### src/rtl/tmds_pkg.sv
// Shared TMDS definitions: control tokens, their {C1,C0} decode and the aligner state set.
package tmds_pkg;

  localparam logic [9:0] TOKEN_C00 = 10'h354;
  localparam logic [9:0] TOKEN_C01 = 10'h0AB;
  localparam logic [9:0] TOKEN_C10 = 10'h154;
  localparam logic [9:0] TOKEN_C11 = 10'h2AB;

  typedef enum logic [1:0] {
    SEARCH = 2'd0,
    SETTLE = 2'd1,
    LOCKED = 2'd2
  } alignState_e;

  typedef struct packed {
    logic       isCtrl;
    logic [1:0] code;
  } tokenInfo_t;

  function automatic tokenInfo_t decodeToken(input logic [9:0] word);
    tokenInfo_t info;
    info = '{isCtrl: 1'b0, code: 2'b00};
    case (word)
      TOKEN_C00: info = '{isCtrl: 1'b1, code: 2'b00};
      TOKEN_C01: info = '{isCtrl: 1'b1, code: 2'b01};
      TOKEN_C10: info = '{isCtrl: 1'b1, code: 2'b10};
      TOKEN_C11: info = '{isCtrl: 1'b1, code: 2'b11};
      default:   info = '{isCtrl: 1'b0, code: 2'b00};
    endcase
    return info;
  endfunction

endpackage

### src/rtl/tmds_gearbox_5to10.sv
// Collects 5-bit nibbles into a 20-bit history and picks a 10-bit word at the requested bit slip.
module tmds_gearbox_5to10
  import tmds_pkg::*;
(
  input  logic       clkLoad,
  input  logic       reset,
  input  logic       nibbleStrobe,
  input  logic [4:0] nibbleData,
  input  logic [3:0] slip,
  output logic [9:0] rawWord,
  output logic       rawStrobe
);

  logic [19:0] history;
  logic [19:0] historyNext;
  logic        phase;

  // Oldest bit sits at history[0]; new nibbles enter at the top.
  assign historyNext = {nibbleData, history[19:5]};

  always_ff @(posedge clkLoad or posedge reset) begin
    if (reset) begin
      history <= '0;
      phase   <= 1'b0;
    end else if (nibbleStrobe) begin
      history <= historyNext;
      phase   <= ~phase;
    end
  end

  assign rawStrobe = nibbleStrobe & phase;

  always_comb begin
    rawWord = '0;
    for (int i = 0; i < 10; i++) begin
      if (slip == i[3:0]) rawWord = historyNext[i +: 10];
    end
  end

endmodule

### src/rtl/tmds_rx_word_aligner.sv
// Regroups nibbles into TMDS words, hunts the bit offset on runs of control tokens and
// flags control-period words once locked.
//
//  state  | meaning
//  SEARCH | counting tokens at the current slip; slips after a full idle window
//  SETTLE | history refilling after a slip; words are suppressed
//  LOCKED | alignment held; drops back to SEARCH after a full idle window
module tmds_rx_word_aligner
  import tmds_pkg::*;
#(
  parameter int CTRL_RUN     = 8,
  parameter int WINDOW_WORDS = 8192,
  parameter int SETTLE_WORDS = 4
) (
  input  logic       clkLoad,
  input  logic       reset,
  input  logic       nibbleStrobe,
  input  logic [4:0] nibbleData,
  input  logic       resync,
  output logic       wordStrobe,
  output logic [9:0] wordData,
  output logic       isControl,
  output logic [1:0] controlBits,
  output logic       locked,
  output logic [3:0] slipOffset
);

  localparam int               CNT_W        = $clog2(WINDOW_WORDS + 1);
  localparam logic [CNT_W-1:0] RUN_MAX      = CNT_W'(CTRL_RUN);
  localparam logic [CNT_W-1:0] IDLE_LIMIT   = CNT_W'(WINDOW_WORDS - 1);
  localparam logic [CNT_W-1:0] SETTLE_LIMIT = CNT_W'(SETTLE_WORDS);

  alignState_e      state, stateNext;
  logic [CNT_W-1:0] runCnt, runNext, runInc;
  logic [CNT_W-1:0] idleCnt, idleNext, idleInc, settleInc;
  logic [3:0]       slip, slipNext;
  logic [9:0]       rawWord;
  logic             rawStrobe;
  logic             runHit;
  tokenInfo_t       token;

  tmds_gearbox_5to10 gearbox (
    .clkLoad      (clkLoad),
    .reset        (reset),
    .nibbleStrobe (nibbleStrobe),
    .nibbleData   (nibbleData),
    .slip         (slip),
    .rawWord      (rawWord),
    .rawStrobe    (rawStrobe)
  );

  assign token      = decodeToken(rawWord);
  assign slipOffset = slip;

  always_comb begin
    stateNext = state;
    runNext   = runCnt;
    idleNext  = idleCnt;
    slipNext  = slip;

    if (token.isCtrl) runInc = (runCnt == RUN_MAX) ? RUN_MAX : runCnt + 1'b1;
    else              runInc = '0;
    runHit    = (runInc == RUN_MAX);
    // A saturated run keeps re-arming the idle window on every further token.
    idleInc   = runHit ? '0 : idleCnt + 1'b1;
    settleInc = idleCnt + 1'b1;

    if (rawStrobe) begin
      case (state)
        SEARCH: begin
          runNext  = runInc;
          idleNext = idleInc;
          if (runHit) begin
            stateNext = LOCKED;
          end else if (idleInc == IDLE_LIMIT) begin
            slipNext  = (slip == 4'd9) ? 4'd0 : slip + 4'd1;
            runNext   = '0;
            idleNext  = '0;
            stateNext = SETTLE;
          end
        end
        SETTLE: begin
          idleNext = settleInc;
          if (settleInc == SETTLE_LIMIT) begin
            runNext   = '0;
            idleNext  = '0;
            stateNext = SEARCH;
          end
        end
        LOCKED: begin
          runNext  = runInc;
          idleNext = idleInc;
          if (idleInc == IDLE_LIMIT) begin
            runNext   = '0;
            idleNext  = '0;
            stateNext = SEARCH;
          end
        end
        default: stateNext = SEARCH;
      endcase
    end

    if (resync) begin
      stateNext = SEARCH;
      runNext   = '0;
      idleNext  = '0;
    end
  end

  always_ff @(posedge clkLoad or posedge reset) begin
    if (reset) begin
      state       <= SEARCH;
      runCnt      <= '0;
      idleCnt     <= '0;
      slip        <= '0;
      locked      <= 1'b0;
      wordStrobe  <= 1'b0;
      wordData    <= '0;
      isControl   <= 1'b0;
      controlBits <= '0;
    end else begin
      state      <= stateNext;
      runCnt     <= runNext;
      idleCnt    <= idleNext;
      slip       <= slipNext;
      locked     <= (stateNext == LOCKED);
      wordStrobe <= rawStrobe && (state != SETTLE);
      if (rawStrobe && (state != SETTLE)) begin
        wordData    <= rawWord;
        isControl   <= token.isCtrl;
        controlBits <= token.code;
      end
    end
  end

endmodule

### config.mk
export PLATFORM = sky130hd
export DESIGN_NAME = tmds_rx_word_aligner
export DESIGN_NICKNAME = d
export VERILOG_FILES = /design/src/rtl/tmds_pkg.sv /design/src/rtl/tmds_gearbox_5to10.sv /design/src/rtl/tmds_rx_word_aligner.sv
export SDC_FILE = /design/constraint.sdc
export NUM_CORES = 1
export LEC_CHECK = 0
export ABC_AREA = 1
export CORE_MARGIN = 3
export CORE_UTILIZATION = 40
export CTS_CLUSTER_SIZE = 25
export DETAILED_ROUTE_END_ITERATION = 16
export GPL_TIMING_DRIVEN = 0
export HOLD_SLACK_MARGIN = 0.15
export PLACE_DENSITY_LB_ADDON = 0.3
export REMOVE_ABC_BUFFERS = 1
export SYNTH_ARGS = -nofsm -noshare
export SYNTH_HDL_FRONTEND = slang
export SYNTH_SLANG_ARGS = --single-unit
### constraint.sdc
create_clock -name clkLoad -period 3.98 [get_ports clkLoad]
set_clock_uncertainty 0.2 [all_clocks]
set_input_delay 0.796 -clock clkLoad [delete_from_list [all_inputs] [get_ports clkLoad]]
set_output_delay 0.796 -clock clkLoad [all_outputs]
set_load 0.1 [all_outputs]
==> flow_summary_export.csv <==
group,metric,value,unit
clocking,cts.sinks,65,
job,maxCapViolCount,0,
synth,synthFlopType,"dfrtp_1",
route,vias,4254,
setup_path,critical_path.startpoint_type,"flop",
route,first_pass_iters,5,
cells_and_area,n_antenna_cell,0,
clocking,cts_inserted_buffers,9,
placed_design,dp.cells,798,
floorplan,num_rows,38,
route,finalWirelength,11300,um
cells_and_area,drive_gt1_share,10.5,%
clocking,cts.path.max_buffers,2,
timing,slew_headroom,30.0,%
floorplan,die_x,112,um
route,vias_per_cell,5.23,
grt,grt.total_usage,18.3,%
clocking,path_clk_slew,50,ps
grt,grt_max_degree,66,
grt,antenna_found_initial,0,
status,status,"complete, no violations",
floorplan,dieArea,12600,um2
setup_path,cp_cell_sequence,"inv_2, nor2_2, inv_1, nor2_4, inv_2, nor2_1, inv_1, nand2_1, nand3_1, nor2_1, nand3_2, nand2_2, o31ai_1, and2_4, a21oi_4, nand2_2, o21ai_2, nand2_2, o21ai_0",
clocking,cts_tree,"built",
timing,drv_slew,0,
setup_path,crit_type,"flop to flop",
setup_path,cp-end-kind,"flop",
placed_design,dp.final_hpwl,8120,um
placed_design,portBuffers,27,
setup_path,cp.arrival,3710,ps
timing,max_freq,273,MHz
placed_design,post_dp_cell_area,4880,um2
synth,yosys-top-cells-count,"nand2_1 (178), inv_1 (83), nor2_1 (66)",
grt,grt_pass1_wl,19300,um
power_and_ir_drop,peakVddDrop,294,uV
power_and_ir_drop,power.leakage,0.00237,uW
synth,postSynthCellCount,648,
synth,yosysTopAreaCellShare,36.0,%
synth,synth_edf_count,0,
cells_and_area,fill_cells,1093,
synth,synth_seq_cells,65,
floorplan,initial_core_util,41.3,%
cells_and_area,nets,685,
setup_path,r2r_cells,19,
synth,synth-seq-area-share,36.0,%
route,antenna_left,0,
route,wl_per_cell,13.8,um
synth,synth_compound_area_share,14.4,%
synth,synth-simple-area-share,34.2,%
synth,synthArstFlopShare,100,%
synth,synth_mux_area_share,0,%
timing,worst_slew_pin_slew,1050,ps
timing,setup_tns,0,ps
power_and_ir_drop,power_density,386,nW/um2
timing,fin_crit_sh,92.0,%
setup_path,cp_common_cell,"nand2_2",
floorplan,core-area,10900,um2
min_path,hold_class,"flop to flop",
timing,rsz0062_at_grt,"false",
setup_path,path_delay_family,"simple AND/OR/NAND/NOR gates",
route,first_iter_violations,251,
setup_path,cp_slowest_stage_delay,460,ps
synth,synth_fa_ha_area_share,1.94,%
grt,grt_pass1_vias,4200,
floorplan,ios,28,
grt,grt-ovfl-total,0,
route,drcViolationCount,0,
clocking,worstSkewPairLatency,340,ps
synth,synthDistinctLibCells,44,
placed_design,gp_congestion,0.886,
synth,synth-xor-area-share,3.49,%
clocking,ctsHoldBuffers,0,
setup_path,timing.critical_path.buf_inv,4,
synth,synth.most_common_cell,"nand2_1",
clocking,post_cts_buffers,0,
synth,synth_area,4520,um2
timing,min_period,3660,ps
cells_and_area,stdcell_count,814,
timing,finalSetupViolCount,0,
cells_and_area,syn2layout_area_growth,15.3,%
synth,syn_area_per_cell,6.98,um2
timing,hold_violations,0,
setup_path,cp_max_fo,21,
clocking,cts_root_buffer,"clkbuf_16",
setup_path,worstPathRequired,4030,ps
timing,worst_hold_slack,288,ps
synth,synth.area.top_cells,"dfrtp_1 (36%), nand2_1 (15%), inv_1 (6.9%)",
cells_and_area,post-route-util,47.6,%
setup_path,cp.depth,19,
cells_and_area,final_area,5210,um2
synth,synth_warnings,0,
synth,synth.largest_area_cell,"dfrtp_1",
clocking,cts_htree_levels,3,
floorplan,die_height,112,um
min_path,whs_path_depth,2,
setup_path,cp_slowest_cell,"dfrtp_1",
synth,synth_top_family_by_area,"simple AND/OR/NAND/NOR gates",
==> per-stage QoR <==
stage	power (uW)	worst slack, ps
after floorplan	1080	197
after global placement	1190	-156
after detailed placement	1200	-203
after CTS	2030	124
after global routing	2090	51.5
final	2010	318
==> report_power, final <==
part	switching [uW]	internal, uW
Clock	291	536
Sequential	48.8	710
Combinational	333	94.7
Total	672	1340
==> per-layer routing <==
metal | up-vias | track usage, % | wire length [um]
met5 | - | 0 | 0
met4 | 0 | 6.89 | 218
met3 | 27 | 4.37 | 628
met2 | 131 | 30.8 | 5500
met1 | 1968 | 22.9 | 4930
li1 | 2128 | - | -
==> worst paths after layout <==
path,slack (ps),startpoint,to
max in group asynchronous,2280,reset,idleCnt[1]$_DFFE_PP0P_
max reg2reg,320,slipOffset[3]$_DFFE_PP0P_,idleCnt[11]$_DFFE_PP0P_
max,320,slipOffset[3]$_DFFE_PP0P_,idleCnt[11]$_DFFE_PP0P_
min in group asynchronous,790,reset,slipOffset[2]$_DFFE_PP0P_
min reg2reg,290,controlBits[0]$_DFFE_PP0P_,controlBits[0]$_DFFE_PP0P_
min,290,controlBits[0]$_DFFE_PP0P_,controlBits[0]$_DFFE_PP0P_
==> worst reg2reg max path, delay by kind of cell, from the launching register on <==
kind	cells	cell delay (ps)
buf+inv	4	390
compound gates	4	600
simple gates	11	1910
flops	1	460
==> cells in the final DEF, fill, tap and decap left out, types with 8 or more instances in the layout <==
| cell type | synthesis | final |
|---|---|---|
| a21oi_1 | 21 | 21 |
| clkbuf_16 | 0 | 9 |
| clkdlybuf4s50_1 | 0 | 26 |
| dfrtp_1 | 65 | 65 |
| inv_1 | 83 | 82 |
| inv_2 | 12 | 12 |
| nand2_1 | 178 | 178 |
| nand2_2 | 11 | 11 |
| nand3_1 | 41 | 41 |
| nand4_1 | 19 | 19 |
| nor2_1 | 66 | 66 |
| nor3_1 | 8 | 8 |
| o21ai_0 | 38 | 38 |
| xor2_1 | 16 | 16 |
==> cells by family (layout without fill, tap and decap cells) <==
kind of cell / after synthesis / count (layout)
buf+inv: 113 / 139
xor+xnor: 18 / 18
simple gates: 344 / 344
fa+ha+maj: 7 / 7
compound gates: 101 / 101
flops: 65 / 65
==> sequential cells by signal (all words and copies together) (netlist names) <==
name and cells:
locked 1, gearbox.history 15, slipOffset 4, runCnt 14, state 2, wordData 10
idleCnt 14, wordStrobe 1, controlBits 2, isControl 1, gearbox.phase 1
==> what timing repair did <==
action | CTS | global route
setup endpoints to repair | 0 | 34
gates resized for setup | 0 | 4
endpoints found under the hold margin | 0 | 0
==> layout make-up <==
| class | instances | area [um2] | share of cell area [%] |
|---|---|---|---|
| Timing Repair Buffer | 27 | 273 | 5.24 |
| Sequential cell | 65 | 1630 | 31.2 |
| Tap cell | 140 | 175 | 3.36 |
| Multi-Input combinational cell | 470 | 2460 | 47.3 |
| Clock buffer | 14 | 274 | 5.26 |
| Clock inverter | 2 | 35.0 | 0.672 |
| Inverter | 96 | 363 | 6.96 |
Power figures use the tool's default switching activity.
